File: src/rtl/gpio_port.sv
// gpio_port: 8-bit memory-mapped GPIO with output register, synchronised inputs,
// rising-edge flags and maskable interrupt. Define GPIO_DEBOUNCE_EN to build the input debouncer.
module gpio_port #(
    parameter int unsigned TICK_DIV = 50000,
    parameter int unsigned STABLE_N = 4
) (
    input  logic        clk,
    input  logic        rst,
    input  logic        ce,
    input  logic        we,
    input  logic [3:0]  addr,
    input  logic [31:0] wdata,
    output logic [31:0] rdata,
    input  logic [7:0]  D,
    output logic [7:0]  o,
    output logic        int_o
);

    typedef enum logic [1:0] {
        REG_IN   = 2'd0,
        REG_OUT  = 2'd1,
        REG_EDGE = 2'd2,
        REG_MASK = 2'd3
    } reg_sel_e;

    reg_sel_e   sel;
    logic       wr;
    logic [7:0] sync_q1;
    logic [7:0] sync_q;
    logic [7:0] in_q;
    logic [7:0] in_d;
    logic [7:0] out_q;
    logic [7:0] edge_q;
    logic [7:0] mask_q;
    logic [7:0] w1c;
    logic       unused_ok;

    assign sel = reg_sel_e'(addr[3:2]);
    assign wr  = ce & we;
    assign o   = out_q;
    assign w1c = (wr && sel == REG_EDGE) ? wdata[7:0] : '0;

    // Upper data bits and byte-lane address bits are don't-cares on this bus.
    assign unused_ok = &{1'b0, wdata[31:8], addr[1:0], TICK_DIV == 0, STABLE_N == 0};

    always_ff @(posedge clk or posedge rst) begin
        if (rst) begin
            sync_q1 <= '0;
            sync_q  <= '0;
        end else begin
            sync_q1 <= D;
            sync_q  <= sync_q1;
        end
    end

`ifdef GPIO_DEBOUNCE_EN
    localparam int unsigned TW = (TICK_DIV > 1) ? $clog2(TICK_DIV) : 1;
    localparam int unsigned SW = (STABLE_N > 1) ? $clog2(STABLE_N) : 1;

    logic [TW-1:0] tick_cnt;
    logic          tick;
    logic [SW-1:0] stab_q [8];
    logic [SW-1:0] stab_d [8];

    assign tick = (tick_cnt == TW'(TICK_DIV - 1));

    always_ff @(posedge clk or posedge rst) begin
        if (rst) begin
            tick_cnt <= '0;
        end else if (tick) begin
            tick_cnt <= '0;
        end else begin
            tick_cnt <= tick_cnt + TW'(1);
        end
    end

    // A bit toggles only after STABLE_N consecutive ticks disagree with IN.
    always_comb begin
        in_d = in_q;
        for (int unsigned i = 0; i < 8; i++) begin
            stab_d[i] = stab_q[i];
            if (tick) begin
                if (sync_q[i] != in_q[i]) begin
                    if (stab_q[i] == SW'(STABLE_N - 1)) begin
                        in_d[i]   = ~in_q[i];
                        stab_d[i] = '0;
                    end else begin
                        stab_d[i] = stab_q[i] + SW'(1);
                    end
                end else begin
                    stab_d[i] = '0;
                end
            end
        end
    end

    always_ff @(posedge clk or posedge rst) begin
        if (rst) begin
            for (int unsigned i = 0; i < 8; i++) begin
                stab_q[i] <= '0;
            end
        end else begin
            for (int unsigned i = 0; i < 8; i++) begin
                stab_q[i] <= stab_d[i];
            end
        end
    end
`else
    assign in_d = sync_q;
`endif

    // Rising edges are flagged on the same edge IN updates; set beats clear.
    always_ff @(posedge clk or posedge rst) begin
        if (rst) begin
            in_q   <= '0;
            out_q  <= '0;
            edge_q <= '0;
            mask_q <= '0;
            int_o  <= 1'b0;
        end else begin
            in_q   <= in_d;
            edge_q <= (edge_q & ~w1c) | (in_d & ~in_q);
            int_o  <= |(edge_q & mask_q);
            if (wr && sel == REG_OUT) begin
                out_q <= wdata[7:0];
            end
            if (wr && sel == REG_MASK) begin
                mask_q <= wdata[7:0];
            end
        end
    end

    always_comb begin
        rdata = '0;
        if (ce && !we) begin
            case (sel)
                REG_IN:   rdata[7:0] = in_q;
                REG_OUT:  rdata[7:0] = out_q;
                REG_EDGE: rdata[7:0] = edge_q;
                REG_MASK: rdata[7:0] = mask_q;
                default:  rdata      = '0;
            endcase
        end
    end

endmodule

File: config.mk
export PLATFORM = sky130hd
export DESIGN_NAME = gpio_port
export DESIGN_NICKNAME = d
export VERILOG_FILES = /design/src/rtl/gpio_port.sv
export SDC_FILE = /design/constraint.sdc
export NUM_CORES = 1
export LEC_CHECK = 0
export BUFFER_PORTS_ARGS = -buffer_cell sky130_fd_sc_hd__buf_2
export CAP_MARGIN = 30
export CORE_MARGIN = 5
export CORE_UTILIZATION = 43
export DETAILED_ROUTE_END_ITERATION = 8
export GPL_TIMING_DRIVEN = 0
export HOLD_SLACK_MARGIN = 0.03
export PLACE_DENSITY_LB_ADDON = 0.1
export SETUP_SLACK_MARGIN = 0.3
export SLEW_MARGIN = 40
export SYNTH_ARGS = -nofsm -noshare
export SYNTH_HDL_FRONTEND = slang
export SYNTH_SLANG_ARGS = --single-unit
File: constraint.sdc
create_clock -name clk -period 1.55 [get_ports clk]
set_input_delay 0.31 -clock clk [delete_from_list [all_inputs] [get_ports clk]]
set_output_delay 0.31 -clock clk [all_outputs]
set_load 0.01 [all_outputs]
# Word-level counts from Yosys, hierarchy flattened
# Cells that the tools add are included.
[classes] eq_ne=3 n_mux=3 bitwise=7 n_reduce_logical=7
[op_table] operator="$pmux W8 S4" n=1
[op_table] operator="$and A8 B8 Y8" n=3
[op_table] operator="$mux W8" n=2
[op_table] operator="$not A8 Y8" n=2
[op_table] operator="$or A8 B8 Y8" n=1
[op_table] operator="$reduce_or A8 Y1" n=1
[op_table] operator="$eq A2 B2 Y1 const B" n=2
[op_table] operator="$logic_and A1 B1 Y1" n=4
[op_table] operator="$eq A2 B1 Y1 const B" n=1
[op_table] operator="$logic_not A2 Y1" n=1
[op_table] operator="$and A1 B1 Y1" n=1
[op_table] operator="$logic_not A1 Y1" n=1
[totals] register_bits=49 inputBits=48 out_inout_bits=41 wordCells=27

# Longest topological paths before layout
[depth] word_depth=6 depth_mapped=4 mapped_depth_nobuf=2

# Least setup slack after synthesis
# OpenSTA, ideal clock, no wires.
[synth_path] kind="input to output" start="in addr[3]" end="out rdata[6]" arrival_time_ns=1.080 required_ns=1.240 setup_slack_ns=0.160 cell_stages=4 n_path_buf=2 path_cell_list="buf_4 > buf_2 > mux2i_1 > o22ai_2"
[synth_via] elab_chain_cells=3 elab_cells_between_ends=6 classes_between="eq/ne (3); mux (2); reduce/logical (1)"
[synth_lines] item="start: declaration" line="11" rtl="input logic [3:0] addr,"
[synth_lines] item="$eq A2 B2 Y1 (tied with other cells)" line="136" rtl="case (sel)"
[synth_lines] item="$pmux W8 S4 (*)" line="136"
[synth_lines] item="$mux W8 (*)" line="135" rtl="if (ce && !we) begin"
[synth_lines] item="end: declaration" line="13" rtl="output logic [31:0] rdata,"
# Mark *: on every way between the ends. The rest lies on a longest branch, timed or not.

# Worst setup path in the final report
[layout_path] start="in addr[2]" end="out rdata[0]"
# The elaborated chain is that of the path after synthesis.

==> impl_results.md <==
- Status: finished clean
- Worst Hold Margin: 0.103 ns
- Yosys top cell area share: 0.581
- Hold Vio Cnt, Final: 0
- Synth Warn #: 0
- RSZ-0062 raised after global routing: yes
- Reg2reg end: int_o$_DFF_PP0_
- Setup crit end: rdata[0]
- Clock Tree Root: clkbuf_8
- Final cell count without fillers: 304
- Layout Nets: 284
- Post-synth top area cell: dfrtp_1
- Slew Limit Fails: 0
- CTS Buffer Depth: 2
- Clk Latency, worst-skew pair: 0.30 ns
- Reg clk slew, reported paths: 0.09 ns
- Worst reg2reg path depth: 3
- Final GP Congestion: 0.793
- Crit Path Max Fanout: 8
- DR pass1 iterations: 4
- CTS tree: yes
- Reg2Reg Setup Slack: 0.60 ns
- Final instance area: 2820 µm²
- PD cells: 1060 nW/µm²
- Die W: 80.1 µm
- Fin Setup TNS: 0 ns
- End-of-flow core utilization: 0.594
- Final setup fails: 0
- Initial antenna violation count: 0
- Slowest cell on crit path: or3b_1
- Synthesized flop and latch total: 49
- Drt wl/cell: 14.2 µm
- Top Family by Delay on Critical Path: buffers and inverters
- Placed cell areas: 2530 µm²
- DP Wirelength: 3120 µm
- Leading post-synthesis cells by cell area: dfrtp_1 58%, buf_4 8.9%, mux2_2 8.5%, mux2i_1 7.6%, o221ai_1 3.3%
- Row count: 25
- Max Freq: 660 MHz
- IO buf count: 37
- CP startpoint kind: input port
- Area delta synth->final: 33.6%
- Worst hold-check path type: in2reg
- CP peak stage delay: 0.38 ns
- Critical Path Source: addr[2]
- Fin crit share: 0.978
- Drc violations: 0
- CP Capture Type: output pin
- Fin crit period: 1.52 ns
- MaxCap Viol Count: 0
- Largest net degree at the start of global routing: 26
- Crit path depth: 5
- Detail Route Antenna Nets: 0
- Crit-path cells: buf_8 > or3b_1 > buf_6 > o22ai_4 > buf_2
- WL final: 4310 µm
- Die Area: 6410 µm²
- Clock skew: 0.00802 ns
- Share of cells above drive strength 1: 0.468
- Vias per cell: 4.60
- Max VDD drop: 0.660 mV
- CTS H-tree lvls: 2
- First-pass GRT wire length: 6990 µm
- Total power draw: 2.99 mW
- Vias in the first global route: 1,455
- Routed vias: 1,398
- WP data required: 1.24 ns
- I/O pin count: 89
- Core area: 4750 µm²
- Post-Synthesis Cells: 161
- Average size of a mapped cell: 13.1 µm²
- CTS Buf Count: 5
- Critical path buffers and inverters: 3
- Register area share after synthesis: 0.581
- Clk sink count: 49
- Leakage power: 1.45 nW
- Post-Syn Area: 2110 µm²
- Setup CP Type: in2out
- Diode count: 0
- Final worst slack: 0.0344 ns
- Die Height: 80.1 µm
- Iteration-0 DRC Markers: 43
- Grt total ovfl: 0
- Critical R2R Launch: edge_q[6]$_DFF_PP0_
- DP Cell Count: 290
- Initial Util: 0.444
- Worst Path Arrival: 1.21 ns
- Pre-CTS WS: -0.115 ns
- Yosys cell types: 18
- GRT Total Usage: 0.147
==> cells in the final DEF, fill, tap and decap left out, drive strengths merged, types with 4 or more instances in the layout <==
| cell type | synthesis | layout |
|---|---|---|
| mux2 | 16 | 16 |
| buf | 28 | 72 |
| conb | 1 | 24 |
| nand2b | 8 | 8 |
| inv | 17 | 16 |
| mux2i | 16 | 16 |
| a22oi | 4 | 4 |
| dfrtp | 49 | 49 |
| o22ai | 8 | 8 |
| o221ai | 8 | 8 |
| clkbuf | 0 | 6 |
==> worst min path at each step <==
stage	cells after the start	startpoint	end	slack, ns
after floorplan	0	sync_q1[0]$_DFF_PP0_	in_d[0]$_DFF_PP0_	0.33
after global placement	0	sync_q1[6]$_DFF_PP0_	in_d[6]$_DFF_PP0_	0.33
after detailed placement	2	rst	sync_q1[4]$_DFF_PP0_	0.19
after CTS	1	D[1]	sync_q1[1]$_DFF_PP0_	0.1
after global routing	1	D[6]	sync_q1[6]$_DFF_PP0_	0.08
final	1	D[6]	sync_q1[6]$_DFF_PP0_	0.10
==> flip-flops by register name (all words and copies together) (netlist names) <==
register / flops
edge_q: 8
in_d: 8
in_q: 8
int_o: 1
mask_q: 8
o: 8
sync_q1: 8
==> cell usage after synthesis, drive strengths merged <==
master / n
dfrtp: 49
buf: 28
inv: 17
mux2: 16
mux2i: 16
nand2b: 8
o221ai: 8
o22ai: 8
a22oi: 4
nand4: 2
and4b: 1
conb: 1
nand3b: 1
nand4b: 1
or3b: 1
==> per-layer routing <==
metal	routed length [µm]	vias to the layer above	part of all wire	GRT usage
met5	0	-	0	0
met4	74	0	0.017	0.0642
met3	394	7	0.091	0.0471
met2	2050	56	0.47	0.238
met1	1800	672	0.42	0.179
li1	-	663	-	-
==> repair_timing <==
item,in CTS,in global routing
hold endpoints to repair,19,0
resized for setup,18,8
pin swaps,2,1
hold buffers,1,0
endpoints found under the setup margin,8,8
buffers inserted,4,1
==> power by group <==
group	switching (mW)	internal, mW
clock network	0.419	0.524
registers	0.0957	1.41
logic	0.254	0.290
total	0.768	2.22
==> layout make-up <==
type / count / area [µm²]
tap: 67 / 83.8
clock buffer: 6 / 82.6
fill: 403 / 1930
timing repair buffer: 45 / 309
sequential: 49 / 1230
inverter: 17 / 67.6
multi-input combinational: 90 / 788
clock inverter: 2 / 37.5
buffer: 28 / 228
==> worst reg2reg max path: cells and delay by family (launching register included) <==
family                 cells  cell delay [ns]
buffers and inverters      1             0.15
and+or+nand+nor            1             0.11
AOI/OAI and AO/OA          1             0.18
DFF                        1             0.39
==> kinds of logic after synthesis <==
| group | Yosys count | share of synthesized area |
|---|---|---|
| AND/OR/NAND/NOR | 14 | 0.0563 |
| AO/OA/AOI/OAI | 20 | 0.0741 |
| buffers and inverters | 45 | 0.126 |
| multiplexers | 32 | 0.161 |
| other | 1 | 0.00178 |
| flip-flops | 49 | 0.581 |
Power figures use the tool's default switching activity.
